## config.mk

```make
export PLATFORM = sky130hd
export DESIGN_NAME = imem_load_ctrl
export DESIGN_NICKNAME = d
export VERILOG_FILES = /design/src/rtl/imem_ctrl_pkg.sv /design/src/rtl/imem_fetch_pipe.sv /design/src/rtl/imem_load_ctrl.sv
export SDC_FILE = /design/constraint.sdc
export NUM_CORES = 1
export LEC_CHECK = 0
export ABC_AREA = 1
export CORE_MARGIN = 2
export CORE_UTILIZATION = 28
export CTS_BUF_LIST = sky130_fd_sc_hd__clkbuf_4 sky130_fd_sc_hd__clkbuf_8
export DETAILED_ROUTE_END_ITERATION = 8
export PLACE_DENSITY = 0.87
export SYNTH_ARGS = -nofsm -noshare
export SYNTH_HDL_FRONTEND = slang
export SYNTH_SLANG_ARGS = --single-unit
export TNS_END_PERCENT = 20
```

## constraint.sdc

```tcl
create_clock -name clk -period 2.85 [get_ports clk]
set_input_delay 0.7125 -clock clk [delete_from_list [all_inputs] [get_ports clk]]
set_output_delay 0.7125 -clock clk [all_outputs]
set_load 0.05 [all_outputs]
```

## src/rtl/imem_ctrl_pkg.sv

```systemverilog
// Shared types, constants and address classification for the instruction
// memory load/fetch controller.
package imem_ctrl_pkg;

  typedef enum logic [1:0] {
    LOAD  = 2'd0,
    RUN   = 2'd1,
    DRAIN = 2'd2
  } state_t;

  localparam logic [31:0] NOP_WORD_DEF = 32'h0000_0013;

  // A fetch is serviceable when word aligned and its word index lies inside the RAM.
  function automatic logic addr_ok(input logic [31:0] addr, input logic [31:0] depth);
    return (addr[1:0] == 2'b00) && ({2'b00, addr[31:2]} < depth);
  endfunction

endpackage

```

## src/rtl/imem_fetch_pipe.sv

```systemverilog
// One-stage fetch response register: turns an issued (or rejected) request
// into a single-cycle response pulse, selecting RAM data or the NOP word.
module imem_fetch_pipe
  import imem_ctrl_pkg::*;
#(
  parameter logic [31:0] NOP_WORD = NOP_WORD_DEF
) (
  input  logic        clk,
  input  logic        rst,
  input  logic        issue,
  input  logic        fault,
  input  logic [31:0] mem_rdata,
  output logic        cpu_rvalid,
  output logic        cpu_fault,
  output logic [31:0] cpu_rdata
);

  // Response stage: a request seen this cycle is answered on the next one.
  always_ff @(posedge clk or posedge rst) begin
    if (rst) begin
      cpu_rvalid <= 1'b0;
      cpu_fault  <= 1'b0;
    end else begin
      cpu_rvalid <= issue | fault;
      cpu_fault  <= fault;
    end
  end

  // RAM read data only arrives in the response cycle, so the data mux stays combinational.
  always_comb begin
    cpu_rdata = 32'h0;
    if (cpu_rvalid) begin
      cpu_rdata = cpu_fault ? NOP_WORD : mem_rdata;
    end
  end

endmodule

```

## src/rtl/imem_load_ctrl.sv

```systemverilog
// Instruction memory sequencing controller: fills the RAM from the loader
// stream after reset or on reload, then serves CPU fetches one per cycle.
module imem_load_ctrl
  import imem_ctrl_pkg::*;
#(
  parameter int          DEPTH    = 32,
  parameter logic [31:0] NOP_WORD = NOP_WORD_DEF
) (
  input  logic                     clk,
  input  logic                     rst,
  input  logic                     ld_valid,
  input  logic [31:0]              ld_data,
  input  logic                     ld_last,
  output logic                     ld_ready,
  input  logic                     reload_req,
  input  logic                     cpu_req,
  input  logic [31:0]              cpu_addr,
  output logic                     cpu_stall,
  output logic                     cpu_rvalid,
  output logic [31:0]              cpu_rdata,
  output logic                     cpu_fault,
  output logic                     mem_en,
  output logic                     mem_we,
  output logic [$clog2(DEPTH)-1:0] mem_addr,
  output logic [31:0]              mem_wdata,
  input  logic [31:0]              mem_rdata,
  output logic                     load_done
);

  localparam int             AW       = $clog2(DEPTH);
  localparam logic [AW-1:0]  LAST_IDX = AW'(DEPTH - 1);

  state_t        state;
  state_t        state_nxt;
  logic [AW-1:0] cnt;
  logic [AW-1:0] cnt_nxt;
  logic          ld_fire;
  logic          ld_end;
  logic          req_run;
  logic          good;
  logic          issue;
  logic          bad;

  // Classify this cycle's loader and fetch activity.
  always_comb begin
    ld_fire = ld_valid && ld_ready && (state == LOAD);
    ld_end  = ld_fire && (ld_last || (cnt == LAST_IDX));
    req_run = cpu_req && (state == RUN);
    good    = addr_ok(cpu_addr, 32'(DEPTH));
    issue   = req_run && good;
    bad     = req_run && !good;
  end

  // Next-state and write-index selection.
  always_comb begin
    state_nxt = state;
    cnt_nxt   = cnt;
    case (state)
      LOAD: begin
        if (ld_end) begin
          state_nxt = RUN;
          cnt_nxt   = '0;
        end else if (ld_fire) begin
          cnt_nxt = cnt + AW'(1);
        end
      end
      RUN: begin
        // A request in the reload cycle still needs its response delivered.
        if (reload_req) begin
          state_nxt = (issue || bad) ? DRAIN : LOAD;
        end
      end
      DRAIN: begin
        state_nxt = LOAD;
      end
      default: begin
        state_nxt = LOAD;
        cnt_nxt   = '0;
      end
    endcase
  end

  // Zero-latency RAM port drive: loader writes in LOAD, fetch reads in RUN.
  always_comb begin
    mem_en    = ld_fire | issue;
    mem_we    = ld_fire;
    mem_addr  = '0;
    mem_wdata = 32'h0;
    if (ld_fire) begin
      mem_addr  = cnt;
      mem_wdata = ld_data;
    end else if (issue) begin
      mem_addr = cpu_addr[2 +: AW];
    end
  end

  // Controller state plus registered decodes of the state being entered.
  always_ff @(posedge clk or posedge rst) begin
    if (rst) begin
      state     <= LOAD;
      cnt       <= '0;
      ld_ready  <= 1'b0;
      cpu_stall <= 1'b1;
      load_done <= 1'b0;
    end else begin
      state     <= state_nxt;
      cnt       <= cnt_nxt;
      ld_ready  <= (state_nxt == LOAD);
      cpu_stall <= (state_nxt != RUN);
      load_done <= (state_nxt == RUN);
    end
  end

  imem_fetch_pipe #(
    .NOP_WORD (NOP_WORD)
  ) u_fetch_pipe (
    .clk        (clk),
    .rst        (rst),
    .issue      (issue),
    .fault      (bad),
    .mem_rdata  (mem_rdata),
    .cpu_rvalid (cpu_rvalid),
    .cpu_fault  (cpu_fault),
    .cpu_rdata  (cpu_rdata)
  );

endmodule

```

# Word-level counts from Yosys, hierarchy flattened
# Index checks and enable logic that the tools add are counted.
# op_classes
bitwise,3
n_eq_ne,6
n_reduce_logical,15
mux,12
magnitude_cmp,1
add_sub_neg,1
# ops
op,count
$mux 32,3
$lt 30x6->1 const B,1
$mux 5,4
$pmux 5 s2,1
$logic_and 1x1->1,7
$logic_not 2->1,3
$mux 2,3
$add 5x1->5 const B,1
$eq 5x5->1 const B,1
$eq 2x1->1 const B,2
$pmux 2 s2,1
$ne 3x3->1 const B,1
$eq 2x2->1 const B,1
$logic_or 1x1->1,2
$ne 2x1->1 const B,1
$or 1x1->1,2
$reduce_and 2->1,1
$reduce_or 2->1,1
$logic_not 1->1,1
$not 1->1,1
# word_totals
output_inout_bits,76
regBits,12
in_bits,102
elab_cells,45

# Logic depth before layout (Yosys ltp)
# Gate-level depths: netlist of the first run.
# depth
depth_word,9
ltp_mapped,9
ltp_nobuf,9

# Cells and area by module
# Synthesis of the first run repeated with hierarchy kept, for this count alone.
# hier_totals
cells_unflattened,268
hier_area_um2,1413.9
# modules_own_cells
module,cells_per_inst,seq_area_each_um2,area_per_inst_um2,instances
imem_load_ctrl,194,251.5,1074.8,1
imem_fetch_pipe,74,50.0,339.1,1

# Worst setup path before layout of the first run
# No wires, ideal clock.
# synth_path
kind,input-to-output
startpoint,input port cpu_addr[22]
endpoint,output port mem_addr[0]
stages,6
arrival_time_ns,2.305
path_slack_ns,-0.168
n_path_buf,0
path_cell_list,nor2_1 > and2_1 > nand2_1 > nor2_1 > nand3_2 > o21ai_0
# synth_via
elab_chain_cells,5
# synth_lines
item,line_no,rtl
start: declaration,imem_load_ctrl.sv:17,"input logic [31:0] cpu_addr,"
$lt 30x6->1,imem_ctrl_pkg.sv:15,"return (addr[1:0] == 2'b00) && ({2'b00, addr[31:2]} < depth);"
$logic_and 1x1->1,imem_ctrl_pkg.sv:15,
$logic_and 1x1->1,imem_load_ctrl.sv:50,issue = req_run && good;
$mux 5,imem_load_ctrl.sv:92,end else if (issue) begin
$mux 5,imem_load_ctrl.sv:89,if (ld_fire) begin
end: declaration,imem_load_ctrl.sv:24,"output logic [$clog2(DEPTH)-1:0] mem_addr,"
# Every way passes these cells.

# Worst setup path after layout of the first run
# layout_path
startpoint,input port ld_valid
endpoint,output port mem_wdata[13]
# layout_via
elab_chain_cells,3
# layout_lines
item,line_no,rtl
start: declaration,imem_load_ctrl.sv:11,"input logic ld_valid,"
$logic_and 1x1->1 (2 in a row),imem_load_ctrl.sv:46,ld_fire = ld_valid && ld_ready && (state == LOAD);
$mux 32,imem_load_ctrl.sv:89,
end: declaration,imem_load_ctrl.sv:25,"output logic [31:0] mem_wdata,"
# Every way passes these cells.

==> out/metrics.cfg, run 1 <==
[global_routing]
grt_usage=0.254
grt_max_degree=30
grt_pass1_vias=2324
grt_overflow=0
grt_pass1_wl_um=10700
antenna_found_initial=0

[layout]
nNetsFinal=549
n_antenna_cell=0
area_growth_syn_to_layout_pct=193
fillers=247
mostFrequentLayoutCells=96 x inv_1, 82 x clkdlybuf4s50_1, 79 x nor2_1
final_cell_area_um2=4090
drive_above_1_share=0.217
final_common_cell=inv_1

[logic_synthesis]
ys_types=24
async_reset_ff_frac=1.00
synth-edff-count=0
yosys_most_used_dff=dfrtp_1
syn-num-nets=370
ys_ff_latch=12
synthCells=264
postSynthAreaPerCell_um2=5.28
yosysWarnings=0
synth_seq_area_share=0.216
syn_area_um2=1400

[detailed_routing]
wl_per_cell_um=14.9
drc_errors=0
wirelength_um=7590
dr.pass1.iters=4
avgViaCountPerCell=4.40
postRouteAntennaNets=0
via_count=2238
first_iter_violations=107

[sta]
fin_tns_setup_ns=0
worst_slew_pin_slew_ns=0.944
period_share=0.990
finalCriticalPeriod_ns=2.82
finalHoldViolations=0
setup_violations=0
drv_slew=0
rsz0062_at_grt=true
hold_slack_ns=0.547
final.setup_skew_ns=0.00279
max-slew-margin-rel=0.371
fmax_ghz=0.354

[place]
port_buffers=177
placed_area_um2=3930
gp_congestion=0.869
place.detailed.hpwl_um=6270

[critical_path]
cp_max_fo=25
arrival_ns=2.11
cp-endpoint=mem_wdata[13]
cp-end-kind=primary output
startpoint=ld_valid
cp-start-kind=input port
rr_endpoint=ld_ready
r2r-start=cnt[0]
critPathKind=input port to primary output
required_ns=2.14
reg2regPathDepth=9
reg2reg_slack_ns=1.01

[floorplanning]
ioPinCount=178
fp.dieW_um=74.6
rows=25
core_area_um2=4750
die_area_um2=5560
initial_utilization=0.293
chipHeight_um=74.6

[pwr]
leakagePower_uw=0.00225
power-per-cell-area_nw_per_um2=604
vdd_drop_max_mv=0.521

[clock_tree]
cts_hold_buf=0
clockBufferDepth=2
postCtsSetupBuffers=0
cts_buffers=3
htreeDepth=1
cts_tree=done
root_buffer=clkbuf_8
insertion_delay_ns=0.25
clock-sinks=12
path_clk_slew_ns=0.06

[worst_hold_path]
worstHoldPathType=flip-flop to flip-flop

[flow_run]
maxCapViolCount=0

[outcome]
status=finished clean

[how the worst min path moves through the flow]
stage                start     end  cells after the start
finish              cnt[4]  cnt[4]                      2
global route        cnt[4]  cnt[4]                      2
CTS                 cnt[4]  cnt[4]                      2
detailed placement  cnt[4]  cnt[4]                      2
global placement    cnt[4]  cnt[4]                      2
floorplan           cnt[4]  cnt[4]                      2
[power by group]
group	leakage [uW]	total (uW)	switching, uW	internal (uW)
clock	0.0000288	194	71.7	123
sequential	0.000157	258	40.1	218
combinational	0.00207	2020	1160	860
[metrics by stage]
step | cells | worst slack [ns] | total power (uW) | utilization
finish | 509 | 0.0285 | 2470 | 0.861
global placement | 505 | -0.0198 | 2220 | 0.827
detailed placement | 505 | -0.0735 | 2260 | 0.827
global route | 509 | -0.00997 | 2570 | 0.861
floorplan | 264 | -0.168 | 1270 | -
CTS | 509 | 0.000275 | 2480 | 0.844
[worst max-delay path: stages]
cell and delay (ns):
clkdlybuf4s50_1 0.52, nand3_4 0.17, buf_4 0.28, nor2_1 0.24, buf_12 0.18
[kinds of logic after synthesis]
group                      count (synthesis)  synth area share
xor gates and xnor gates                   1           0.00628
DFF                                       12             0.216
AOI/OAI and AO/OA                         16            0.0637
buffers and inverters                    104             0.302
adders and majority gates                  4            0.0359
and+or+nand+nor                          127             0.376
[final cells by class]
cell class,count,area [um2],area share
tap,67,83.8,0.0205
sequential,12,302,0.0737
timing repair buffer,181,2570,0.629
clock buffer,4,55.1,0.0135
inverter,97,364,0.0890
multi-input combinational,148,716,0.175
[metal layers]
layer / GRT usage / up-vias / part of all wire
li1: - / 1072 / -
met1: 0.225 / 1024 / 0.30
met2: 0.536 / 121 / 0.58
met3: 0.0447 / 21 / 0.087
met4: 0.113 / 0 / 0.028
met5: 0 / - / 0
[flip-flops by register name (all words and copies together), names as in the netlist]
register,count
state,2
load_done,1
u_fetch_pipe.cpu_fault,1
cnt,5
ld_ready,1
cpu_stall,1
u_fetch_pipe.cpu_rvalid,1
[repair_timing]
| action | 4_1_cts | 5_1_grt |
|---|---|---|
| pin swaps | 2 | 20 |
| resized for setup | 8 | 29 |
| endpoints found under the setup margin | 5 | 10 |
[synth_stat cells, types with 2 or more instances]
| cell | instances | area, um2 |
|---|---|---|
| buf_6 | 4 | 45.0 |
| and2_1 | 2 | 12.5 |
| nor2_2 | 2 | 12.5 |
| o21ai_0 | 9 | 45.0 |
| nand3_2 | 2 | 20.0 |
| nand2_1 | 36 | 135 |
| dfrtp_1 | 11 | 275 |
| nor2_1 | 81 | 304 |
| a21oi_1 | 4 | 20.0 |
| ha_1 | 4 | 50.1 |
| inv_1 | 96 | 360 |
No activity file was read; power rests on OpenSTA's default activity.
==> inputs of run 2 (changes only) <==
- CAP_MARGIN: default -> 20
- CORE_UTILIZATION: 28 -> 26
- PLACE_DENSITY: 0.87 -> 0.82
- clock period: 2.85 -> 3.11 ns (I/O delays scaled with it)
==> out/metrics.cfg, run 2 (synthesis gave the netlist of run 1 again) <==
[sta]
period_share=0.953
finalHoldViolations=0
worst_slew_pin_slew_ns=0.883
fmax_ghz=0.337
drv_slew=0
finalCriticalPeriod_ns=2.96
max-slew-margin-rel=0.411
final.setup_skew_ns=0.00260
setup_violations=0
fin_ws_ns=0.145

[pwr]
vdd_drop_max_mv=0.431
power-per-cell-area_nw_per_um2=570
leakagePower_uw=0.00194
power_uw=2070

[place]
port_buffers=177
placed_area_um2=3540
gp_congestion=0.822
pre_cts_ws_ns=0.0557
placedCellCount=508
place.detailed.hpwl_um=5140

[detailed_routing]
wirelength_um=5940
via_count=2040
first_iter_violations=55
dr.pass1.iters=4
postRouteAntennaNets=0
avgViaCountPerCell=3.98
wl_per_cell_um=11.6
drc_errors=0

[critical_path]
cp-start-kind=input port
arrival_ns=2.19
critPathKind=input port to primary output
required_ns=2.33
cp-end-kind=primary output
cp_max_fo=23

[clock_tree]
path_clk_slew_ns=0.05
clockBufferDepth=2
insertion_delay_ns=0.25
root_buffer=clkbuf_8
cts_tree=done
cts_buffers=3
clock-sinks=12
ctsResizeCount=0
postCtsSetupBuffers=0
htreeDepth=1
cts_hold_buf=0

[layout]
fin_cells=512
n_antenna_cell=0
regArea_um2=302
largest_reg_flops=5
multi_input_comb_area_um2=708
drive_above_1_share=0.215
nNetsFinal=549
fillers=407
final_common_cell=clkdlybuf4s50_1
regMostFlops=cnt
final_cell_area_um2=3630
mostFrequentLayoutCells=106 x clkdlybuf4s50_1, 96 x inv_1, 79 x nor2_1
top_regs=cnt: 5 flops, state: 2 flops
area_growth_syn_to_layout_pct=160

[worst_hold_path]
worstHoldPathType=flip-flop to flip-flop

[global_routing]
grt_max_degree=30
grt_pass1_wl_um=9580
grt_pass1_vias=2030
antenna_found_initial=0
grt_usage=0.198
grt_overflow=0

[floorplanning]
initial_utilization=0.271
ioPinCount=178
die_area_um2=5970
rows=26
core_area_um2=5140
chipHeight_um=77.3
fp.dieW_um=77.3

[outcome]
status=finished clean

[flow_run]
maxCapViolCount=0

## run 2: stage by stage
stage	util	hold WS [ns]	TNS, ns
4_1_cts	0.699	0.539	0
6_report	0.706	0.541	0
5_1_grt	0.706	0.584	-0.00345
2_1_floorplan	-	0.481	-0.0756
3_5_place_dp	0.688	0.523	0
3_3_place_gp	0.688	0.510	0
## run 2: layer usage
metal  global-route usage  routed length, um  vias up
met1                0.203               2100      863
met5                    0                  0        -
met3               0.0435                466       12
met4               0.0661                125        0
met2                0.390               3250       93
li1                     -                  -     1072
## run 2: layout make-up
class | instances | share of cell area
multi-input combinational | 148 | 0.195
inverter | 97 | 0.100
clock buffer | 4 | 0.0152
timing repair buffer | 181 | 0.582
sequential | 12 | 0.0831
tap | 70 | 0.0241
## run 2: critical path: stages
cell and delay [ns]:
clkdlybuf4s50_1 0.54, nand3_4 0.20, buf_4 0.28, nor2_1 0.21, buf_12 0.17
## run 2: worst paths after layout
path,cells past startpoint,slack (ns),to,from
worst max-delay path,5,0.15,mem_wdata[11],ld_valid
worst min-delay path,2,0.54,cnt[4],cnt[4]
worst max register to register,9,1.42,ld_ready,cnt[0]
worst min register to register,2,0.54,cnt[4],cnt[4]
max in group asynchronous,2,1.93,cpu_stall,rst
min in group asynchronous,2,0.84,ld_ready,rst
## run 2: power breakdown
part | switching [uW] | internal [uW]
combinational | 996 | 664
clock | 63.3 | 112
sequential | 34.5 | 199
==> inputs of run 3 (changes only) <==
- CTS_BUF_LIST: sky130_fd_sc_hd__clkbuf_4 sky130_fd_sc_hd__clkbuf_8 -> sky130_fd_sc_hd__clkbuf_2 sky130_fd_sc_hd__clkbuf_4 sky130_fd_sc_hd__clkbuf_8
- PLACE_DENSITY: 0.82 -> 0.78
==> out/metrics.cfg, run 3 (synthesis gave the netlist of run 1 again) <==
[worst_hold_path]
hold_path_depth=2
worstHoldPathType=flip-flop to flip-flop
holdPathEnd=cnt[4]
holdCritStartpoint=cnt[4]

[critical_path]
cp_num_buf_inv=3
reg2regPathDepth=9
critical_path.top_delay_family=buffers and inverters
required_ns=2.33
reg2reg_slack_ns=1.38
cp-end-kind=primary output
slowest_delay_ns=0.53
slowest_stage=clkdlybuf4s50_1
arrival_ns=2.16
path_cells=clkdlybuf4s50_1 -> nand3_4 -> buf_4 -> nor2_1 -> buf_12
r2r-start=cnt[0]
critPathKind=input port to primary output
rr_endpoint=ld_ready
cp-start-kind=input port
cp_max_fo=26

[sta]
rsz0062_at_grt=false
drv_slew=0
fin_ws_ns=0.172
finalHoldViolations=0
max-slew-margin-rel=0.406
finalCriticalPeriod_ns=2.94
period_share=0.945
final.setup_skew_ns=0.00510
fmax_ghz=0.340
worst_slew_pin_slew_ns=0.891
setup_violations=0

[detailed_routing]
wirelength_um=6140
wl_per_cell_um=12.0
via_count=2061
drc_errors=0
postRouteAntennaNets=0
first_iter_violations=52
avgViaCountPerCell=4.03
dr.pass1.iters=4

[place]
place.detailed.hpwl_um=5350
placed_area_um2=3570
pre_cts_ws_ns=0.0789
port_buffers=177
gp_congestion=0.839

[floorplanning]
rows=26
die_area_um2=5970
fp.dieW_um=77.3
chipHeight_um=77.3
core_area_um2=5140
ioPinCount=178
initial_utilization=0.271

[flow_run]
maxCapViolCount=0

[global_routing]
grt_max_degree=30
grt_pass1_vias=2032
grt_usage=0.204
grt_overflow=0
antenna_found_initial=0
grt_pass1_wl_um=9800

[clock_tree]
clockBufferDepth=2
clock-sinks=12
root_buffer=clkbuf_8
cts_buffers=3
path_clk_slew_ns=0.06
cts_tree=done
htreeDepth=1
cts_hold_buf=0
insertion_delay_ns=0.25

[pwr]
power-per-cell-area_nw_per_um2=573
vdd_drop_max_mv=0.542
leakagePower_uw=0.00195

[outcome]
status=finished clean

[layout]
largest_reg_flops=5
drive_above_1_share=0.206
area_growth_syn_to_layout_pct=162
n_antenna_cell=0
mostFrequentLayoutCells=106 x clkdlybuf4s50_1, 96 x inv_1, 79 x nor2_1
regMostFlops=cnt
nNetsFinal=549
final_common_cell=clkdlybuf4s50_1
top_regs=cnt: 5 flops, state: 2 flops
final_cell_area_um2=3650

[run 3: cell counts in the layout (fill, tap and decap cells not counted)]
No cell type changed its count.
[run 3: cell type report]
type,count,area (um2)
clock buffers,4,55.1
fillers,418,1490
inverters,97,364
multi-input cells,148,693
flip-flops and latches,12,302
well taps,70,87.6
repair buffers,181,2150
[run 3: worst min-delay path: stages, from the launching register on]
cell and delay (ns):
dfrtp_1 0.37, nand2_1 0.06, o21ai_0 0.08
[run 3: per-stage QoR]
step	hold slack, ns	total power (uW)	setup TNS (ns)	cells	util
after floorplan	0.481	1170	-0.0756	264	-
after global placement	0.517	1890	0	508	0.695
after detailed placement	0.534	1910	0	508	0.695
after CTS	0.554	2100	0	512	0.706
after global routing	0.592	2180	0	512	0.710
final	0.543	2090	0	512	0.710
[run 3: timing repair]
item                       4_1_cts  5_1_grt
setup endpoints to repair        0        5
setup buffers                    0        0
gates resized for setup          0        7
[run 3: worst max-delay path by stage]
stage          slack (ns)    startpoint            end  cells after the start
6_report             0.17      ld_valid  mem_wdata[23]                      5
5_1_grt              0.02  cpu_addr[18]    mem_addr[4]                      9
4_1_cts              0.06  cpu_addr[16]    mem_addr[4]                     10
3_5_place_dp         0.08  cpu_addr[16]    mem_addr[2]                      9
3_3_place_gp         0.13  cpu_addr[18]    mem_addr[4]                      9
2_1_floorplan       -0.04  cpu_addr[22]    mem_addr[0]                      6
[run 3: power breakdown]
group | leakage, uW | total (uW) | internal [uW] | switching, uW
clock network | 0.0000288 | 182 | 112 | 69.1
registers | 0.000157 | 232 | 199 | 33.1
logic | 0.00176 | 1680 | 675 | 1000
total | 0.00195 | 2090 | 987 | 1110
[run 3: routing by layer]
metal / up-vias / track usage / part of all wire
li1: 1071 / - / -
met1: 894 / 0.215 / 0.37
met2: 87 / 0.405 / 0.55
met3: 9 / 0.0400 / 0.068
met4: 0 / 0.0536 / 0.014
met5: - / 0 / 0
